**src/rtl/trin_bus_rx_if.sv**
```systemverilog
// Bus-side and stream-side signals of the tri-state bus reader.
// The reader takes the slave view; the bus driver/consumer side takes master.
interface trin_bus_rx_if #(
    parameter int N = 8
);
    logic [N-1:0] bus_d;
    logic         bus_oe;
    logic [N-1:0] m_data;
    logic         m_valid;
    logic         m_ready;

    modport slave (
        input  bus_d,
        input  bus_oe,
        input  m_ready,
        output m_data,
        output m_valid
    );

    modport master (
        output bus_d,
        output bus_oe,
        output m_ready,
        input  m_data,
        input  m_valid
    );
endinterface

```
**src/rtl/trin_bus_rx.sv**
```systemverilog
// Tri-state bus reader: waits GUARD edges after bus_oe rises, captures
// one word per enable assertion into a show-ahead FIFO.
module trin_bus_rx #(
    parameter int N     = 8,
    parameter int DEPTH = 4,
    parameter int GUARD = 2
) (
    input  logic                   clk,
    input  logic                   rst_n,
    trin_bus_rx_if.slave           bus,
    output logic [$clog2(DEPTH):0] level,
    output logic                   ovf,
    input  logic                   ovf_clr,
    output logic                   glitch,
    output logic                   busy
);
    localparam int AW = $clog2(DEPTH);
    localparam int CW = (GUARD > 1) ? $clog2(GUARD) : 1;

    typedef enum logic [1:0] {
        IDLE,
        SETTLE,
        HOLD
    } state_t;

    state_t        state, state_n;
    logic [CW-1:0] cnt, cnt_n;
    logic          push;
    logic          glitch_n;

    logic [N-1:0]  mem [DEPTH];
    logic [AW-1:0] wp, rp;
    logic          full, pop, wr_ok, drop;

    always_comb begin
        state_n  = state;
        cnt_n    = cnt;
        push     = 1'b0;
        glitch_n = 1'b0;
        unique case (state)
            IDLE: begin
                if (bus.bus_oe) begin
                    state_n = SETTLE;
                    cnt_n   = '0;
                end
            end
            SETTLE: begin
                if (!bus.bus_oe) begin
                    state_n  = IDLE;
                    cnt_n    = '0;
                    glitch_n = 1'b1;
                end else if (cnt == CW'(GUARD - 1)) begin
                    state_n = HOLD;
                    push    = 1'b1;
                end else begin
                    cnt_n = cnt + 1'b1;
                end
            end
            HOLD: begin
                if (!bus.bus_oe) state_n = IDLE;
            end
            default: state_n = IDLE;
        endcase
    end

    always_ff @(posedge clk or negedge rst_n) begin
        if (!rst_n) begin
            state  <= IDLE;
            cnt    <= '0;
            glitch <= 1'b0;
        end else begin
            state  <= state_n;
            cnt    <= cnt_n;
            glitch <= glitch_n;
        end
    end

    assign busy = (state != IDLE);

    assign full  = (level == ($clog2(DEPTH)+1)'(DEPTH));
    assign pop   = bus.m_valid && bus.m_ready;
    // A full FIFO still accepts a push when the head leaves on the same edge
    assign wr_ok = push && (!full || pop);
    assign drop  = push && full && !pop;

    always_ff @(posedge clk or negedge rst_n) begin
        if (!rst_n) begin
            for (int i = 0; i < DEPTH; i++) mem[i] <= '0;
            wp    <= '0;
            rp    <= '0;
            level <= '0;
            ovf   <= 1'b0;
        end else begin
            if (wr_ok) begin
                mem[wp] <= bus.bus_d;
                wp      <= wp + 1'b1;
            end
            if (pop) rp <= rp + 1'b1;
            if (wr_ok && !pop)      level <= level + 1'b1;
            else if (!wr_ok && pop) level <= level - 1'b1;
            if (drop)         ovf <= 1'b1;
            else if (ovf_clr) ovf <= 1'b0;
        end
    end

    assign bus.m_valid = (level != '0);
    assign bus.m_data  = bus.m_valid ? mem[rp] : '0;
endmodule
```
**src/flat_wrapper.sv**
```systemverilog
// flat-port wrapper written by rule: the top's interface ports become plain ports
module trin_bus_rx_flat 
#(
    parameter int N     = 8,
    parameter int DEPTH = 4,
    parameter int GUARD = 2
)
  (clk, rst_n, level, ovf, ovf_clr, glitch, busy, bus_bus_d, bus_bus_oe, bus_m_ready, bus_m_data, bus_m_valid);
  trin_bus_rx_if #(.N(N)) bus_i ();
  input  logic clk;
  input  logic rst_n;
  output logic [$clog2(DEPTH):0] level;
  output logic ovf;
  input  logic ovf_clr;
  output logic glitch;
  output logic busy;
  input wire logic [$bits(bus_i.bus_d)-1:0] bus_bus_d;
  input wire logic [$bits(bus_i.bus_oe)-1:0] bus_bus_oe;
  input wire logic [$bits(bus_i.m_ready)-1:0] bus_m_ready;
  output wire logic [$bits(bus_i.m_data)-1:0] bus_m_data;
  output wire logic [$bits(bus_i.m_valid)-1:0] bus_m_valid;
  assign bus_i.bus_d = bus_bus_d;
  assign bus_i.bus_oe = bus_bus_oe;
  assign bus_i.m_ready = bus_m_ready;
  assign bus_m_data = bus_i.m_data;
  assign bus_m_valid = bus_i.m_valid;
  trin_bus_rx #(.N(N), .DEPTH(DEPTH), .GUARD(GUARD)) u_core (.clk(clk), .rst_n(rst_n), .bus(bus_i), .level(level), .ovf(ovf), .ovf_clr(ovf_clr), .glitch(glitch), .busy(busy));
endmodule
```
**config.mk**
```make
export PLATFORM = sky130hd
export DESIGN_NAME = trin_bus_rx_flat
export DESIGN_NICKNAME = d
export VERILOG_FILES = /design/src/rtl/trin_bus_rx_if.sv /design/src/rtl/trin_bus_rx.sv /design/src/flat_wrapper.sv
export SDC_FILE = /design/constraint.sdc
export NUM_CORES = 1
export LEC_CHECK = 0
export BUFFER_PORTS_ARGS = -buffer_cell sky130_fd_sc_hd__clkbuf_2
export CORE_ASPECT_RATIO = 0.6
export CORE_MARGIN = 1.5
export CORE_UTILIZATION = 55
export CTS_BUF_LIST = sky130_fd_sc_hd__clkbuf_16
export CTS_CLUSTER_DIAMETER = 150
export DETAILED_ROUTE_END_ITERATION = 16
export PLACE_DENSITY = 0.79
export SETUP_SLACK_MARGIN = 0.2
export SLEW_MARGIN = 20
export SYNTH_ARGS = -nofsm -noshare
export SYNTH_HDL_FRONTEND = slang
export SYNTH_SLANG_ARGS = --single-unit
```
**constraint.sdc**
```tcl
create_clock -name clk -period 2.6 [get_ports clk]
set_input_delay 0.13 -clock clk [delete_from_list [all_inputs] [get_ports clk]]
set_output_delay 0.13 -clock clk [all_outputs]
set_load 0.005 [all_outputs]
```
==> results.py <==
metrics = {
    "cells_and_area": {
        "syn2layout_area_growth_pct": 15.7,
        "fillers": 267,
        "nets": 190,
        "final_area_mm2": 0.00241,
        "num_antenna_cells": 0,
        "layout-drive-gt1-share": 0.477,
    },
    "floorplanning": {
        "initial_utilization": 0.572,
        "core.rowCount": 17,
        "design.core.area_mm2": 0.00364,
        "die_area_mm2": 0.00418,
        "dieHeight_um": 50.7,
        "pin_count": 28,
        "die_w_um": 82.4,
    },
    "sta": {
        "min_period_ns": 2.25,
        "skew_ns": 0.00355,
        "max_freq_mhz": 445,
        "hold_viol_final": 1,
        "fin_setup_tns_ns": 0,
        "whs_ns": -0.000689,
        "relSlewSlack": 0.357,
        "slew_violations": 0,
        "tightest_slew_ns": 0.965,
        "post-route-period-util": 0.864,
        "finalSetupViolCount": 0,
        "rsz0062_at_grt": "false",
    },
    "logic_synthesis": {
        "yosysWarnings": 0,
        "syn_area_per_cell_um2": 15.0,
        "yosys_most_used_dff": "dfrtp_1",
        "yosysUniqueCellTypes": 27,
        "synth.top_cell.area_share": 0.529,
        "synth_area_mm2": 0.00208,
        "synth_enable_flop_cells": 0,
        "synth_common_cells": "44 x dfrtp_1, 32 x mux2_2, 9 x and2_1",
        "synthesis.nets": 158,
        "ys_async_sr_fraction": 1.00,
        "synth_top_area_cell": "dfrtp_1",
        "synthTopCellsByArea": "dfrtp_1 53%, mux2_2 17%, mux4_2 8.7%",
        "ys_seq_area_frac": 0.529,
        "ys_seq_elements": 44,
        "synthCells": 139,
        "synth.most_common_cell": "dfrtp_1",
    },
    "setup_path": {
        "crit_required_ns": 2.77,
        "end_kind": "register",
        "path_common_cell": "inv_1",
        "reg2reg_slack_ns": 0.35,
        "max_stage_delay_ns": 0.54,
        "slowest_stage": "or4b_1",
        "crit_chain": "or4b_1 -> nand2_1 -> inv_1 -> ha_1 -> inv_1 -> fa_1 -> mux2_2",
        "critPathLaunchType": "register",
        "startpoint": "u_core.level[1]$_DFFE_PN0P_",
        "cp_num_buf_inv": 2,
        "worst_ep_arrival_time_ns": 2.41,
        "worst-path-max-fanout": 5,
        "crit_family": "simple AND/OR/NAND/NOR gates",
        "crit_type": "reg -> reg",
        "r2r_cells": 7,
        "worst_r2r_endpoint": "u_core.level[1]$_DFFE_PN0P_",
        "r2r-start": "u_core.level[1]$_DFFE_PN0P_",
    },
    "flow_run": {
        "drv_cap": 0,
    },
    "global_route": {
        "grt_max_degree": 45,
        "grt_pass1_vias": 1314,
        "grt_pass1_wl_um": 6490,
        "antenna_found_initial": 0,
        "grt_overflow": 0,
        "grt_use_total": 0.220,
    },
    "worst_hold_path": {
        "hp-class": "in -> async",
    },
    "placed_design": {
        "gp_congestion": 0.858,
        "hpwl_um": 2700,
        "placed_area_mm2": 0.00227,
        "port_buffers": 27,
    },
    "clocking": {
        "cts_tree": "built",
        "cts_resized": 0,
        "cts.sinks": 44,
        "cts-root-buf": "clkbuf_16",
        "cts_buffer_depth": 2,
        "holdBufCountCts": 0,
        "cts_max_level": 2,
        "cts_buffers": 5,
        "post_cts_buffers": 0,
        "path_clk_slew_ns": 0.06,
        "insertion_delay_ns": 0.28,
    },
    "routing": {
        "wire_per_inst_um": 17.2,
        "ant_nets": 0,
        "drt_iter0_drc": 62,
        "first_pass_iters": 4,
        "wirelength_um": 3770,
        "drt-vias-per-instance": 5.51,
        "vias": 1206,
        "drc_errors": 0,
    },
    "status": {
        "failed_checks": "negative hold slack",
        "status": "complete, but fails checks",
    },
    "pwr": {
        "ir_drop_mv": 0.592,
        "p_leak_nw": 1.16,
        "p_per_area_mw_per_mm2": 1120,
    },
}
==> area by class of cell <==
cell class                      instances  area [um2]  share of cell area
Sequential cell                        44        1100               0.457
Multi-Input combinational cell         84         930               0.386
Timing Repair Buffer                   30         158              0.0655
Clock buffer                            5         125              0.0519
Tap cell                               47        58.8              0.0244
Inverter                                6        22.5             0.00935
Clock inverter                          3        13.8             0.00571
==> metrics by stage <==
step / setup WS [ns] / hold slack, ns / total power [mW] / instances / util
after floorplan: 0.334 / -0.166 / 1.81 / 139 / -
after global placement: 0.436 / 0.328 / 2.05 / 211 / 0.624
after detailed placement: 0.365 / 0.340 / 2.14 / 211 / 0.624
after CTS: 0.346 / 0.0418 / 2.74 / 219 / 0.662
after global routing: 0.250 / 0.0464 / 2.89 / 219 / 0.662
final: 0.353 / -0.000689 / 2.71 / 219 / 0.662
==> cells in the final DEF (no fill, tap or decap) <==
| master | count |
|---|---|
| and2_1 | 9 |
| and3b_1 | 1 |
| and4b_1 | 1 |
| buf_2 | 1 |
| buf_4 | 3 |
| clkbuf_16 | 5 |
| clkbuf_2 | 26 |
| clkinv_1 | 1 |
| clkinv_2 | 2 |
| dfrtp_1 | 44 |
| fa_1 | 1 |
| ha_1 | 5 |
| inv_1 | 6 |
| mux2_1 | 2 |
| mux2_2 | 32 |
| mux2i_1 | 1 |
| mux4_2 | 8 |
| nand2_1 | 4 |
| nand3_1 | 1 |
| nand3_4 | 4 |
| nand3b_1 | 1 |
| nor2_1 | 2 |
| nor3b_1 | 1 |
| o21ai_0 | 1 |
| o22ai_1 | 1 |
| or2_2 | 1 |
| or3_1 | 1 |
| or4b_1 | 1 |
| xnor2_1 | 4 |
| xor2_1 | 2 |
==> kinds of logic after synthesis <==
| group | synth area share |
|---|---|
| adder cells (fa/ha/maj) | 0.0397 |
| multiplexers | 0.275 |
| AO/OA/AOI/OAI | 0.00541 |
| buffers and inverters | 0.0246 |
| flip-flops | 0.529 |
| AND/OR/NAND/NOR | 0.101 |
| XOR/XNOR | 0.0252 |
==> routing by layer <==
| layer | vias up | track usage | routed length [um] |
|---|---|---|---|
| met5 | - | 0 | 0 |
| met4 | 0 | 0.0734 | 55 |
| met3 | 6 | 0.0582 | 131 |
| met2 | 18 | 0.350 | 1860 |
| met1 | 624 | 0.293 | 1730 |
| li1 | 558 | - | - |
==> power by group <==
group          total (mW)  switching, mW  internal (mW)
sequential           1.21          0.247          0.965
clock               0.594          0.245          0.349
combinational       0.902          0.325          0.577
==> sequential cells by signal, summed over array words and instances (netlist names) <==
signal         cells
u_core.cnt         1
u_core.glitch      1
u_core.level       3
u_core.mem        32
u_core.ovf         1
u_core.rp          2
u_core.state       2
u_core.wp          2
==> worst register-to-register path, stage by stage, from the launching register on <==
cell	delay, ns
dfrtp_1	0.43
or4b_1	0.54
nand2_1	0.14
inv_1	0.06
ha_1	0.21
inv_1	0.07
fa_1	0.41
mux2_2	0.28
==> how the worst max path moves through the flow <==
stage / to / cells past startpoint
6_report: u_core.level[1]$_DFFE_PN0P_ / 7
5_1_grt: u_core.level[1]$_DFFE_PN0P_ / 7
4_1_cts: u_core.level[1]$_DFFE_PN0P_ / 7
3_5_place_dp: u_core.level[1]$_DFFE_PN0P_ / 7
3_3_place_gp: u_core.level[1]$_DFFE_PN0P_ / 7
2_1_floorplan: u_core.level[1]$_DFFE_PN0P_ / 8
(Power assumes the default switching activity.)
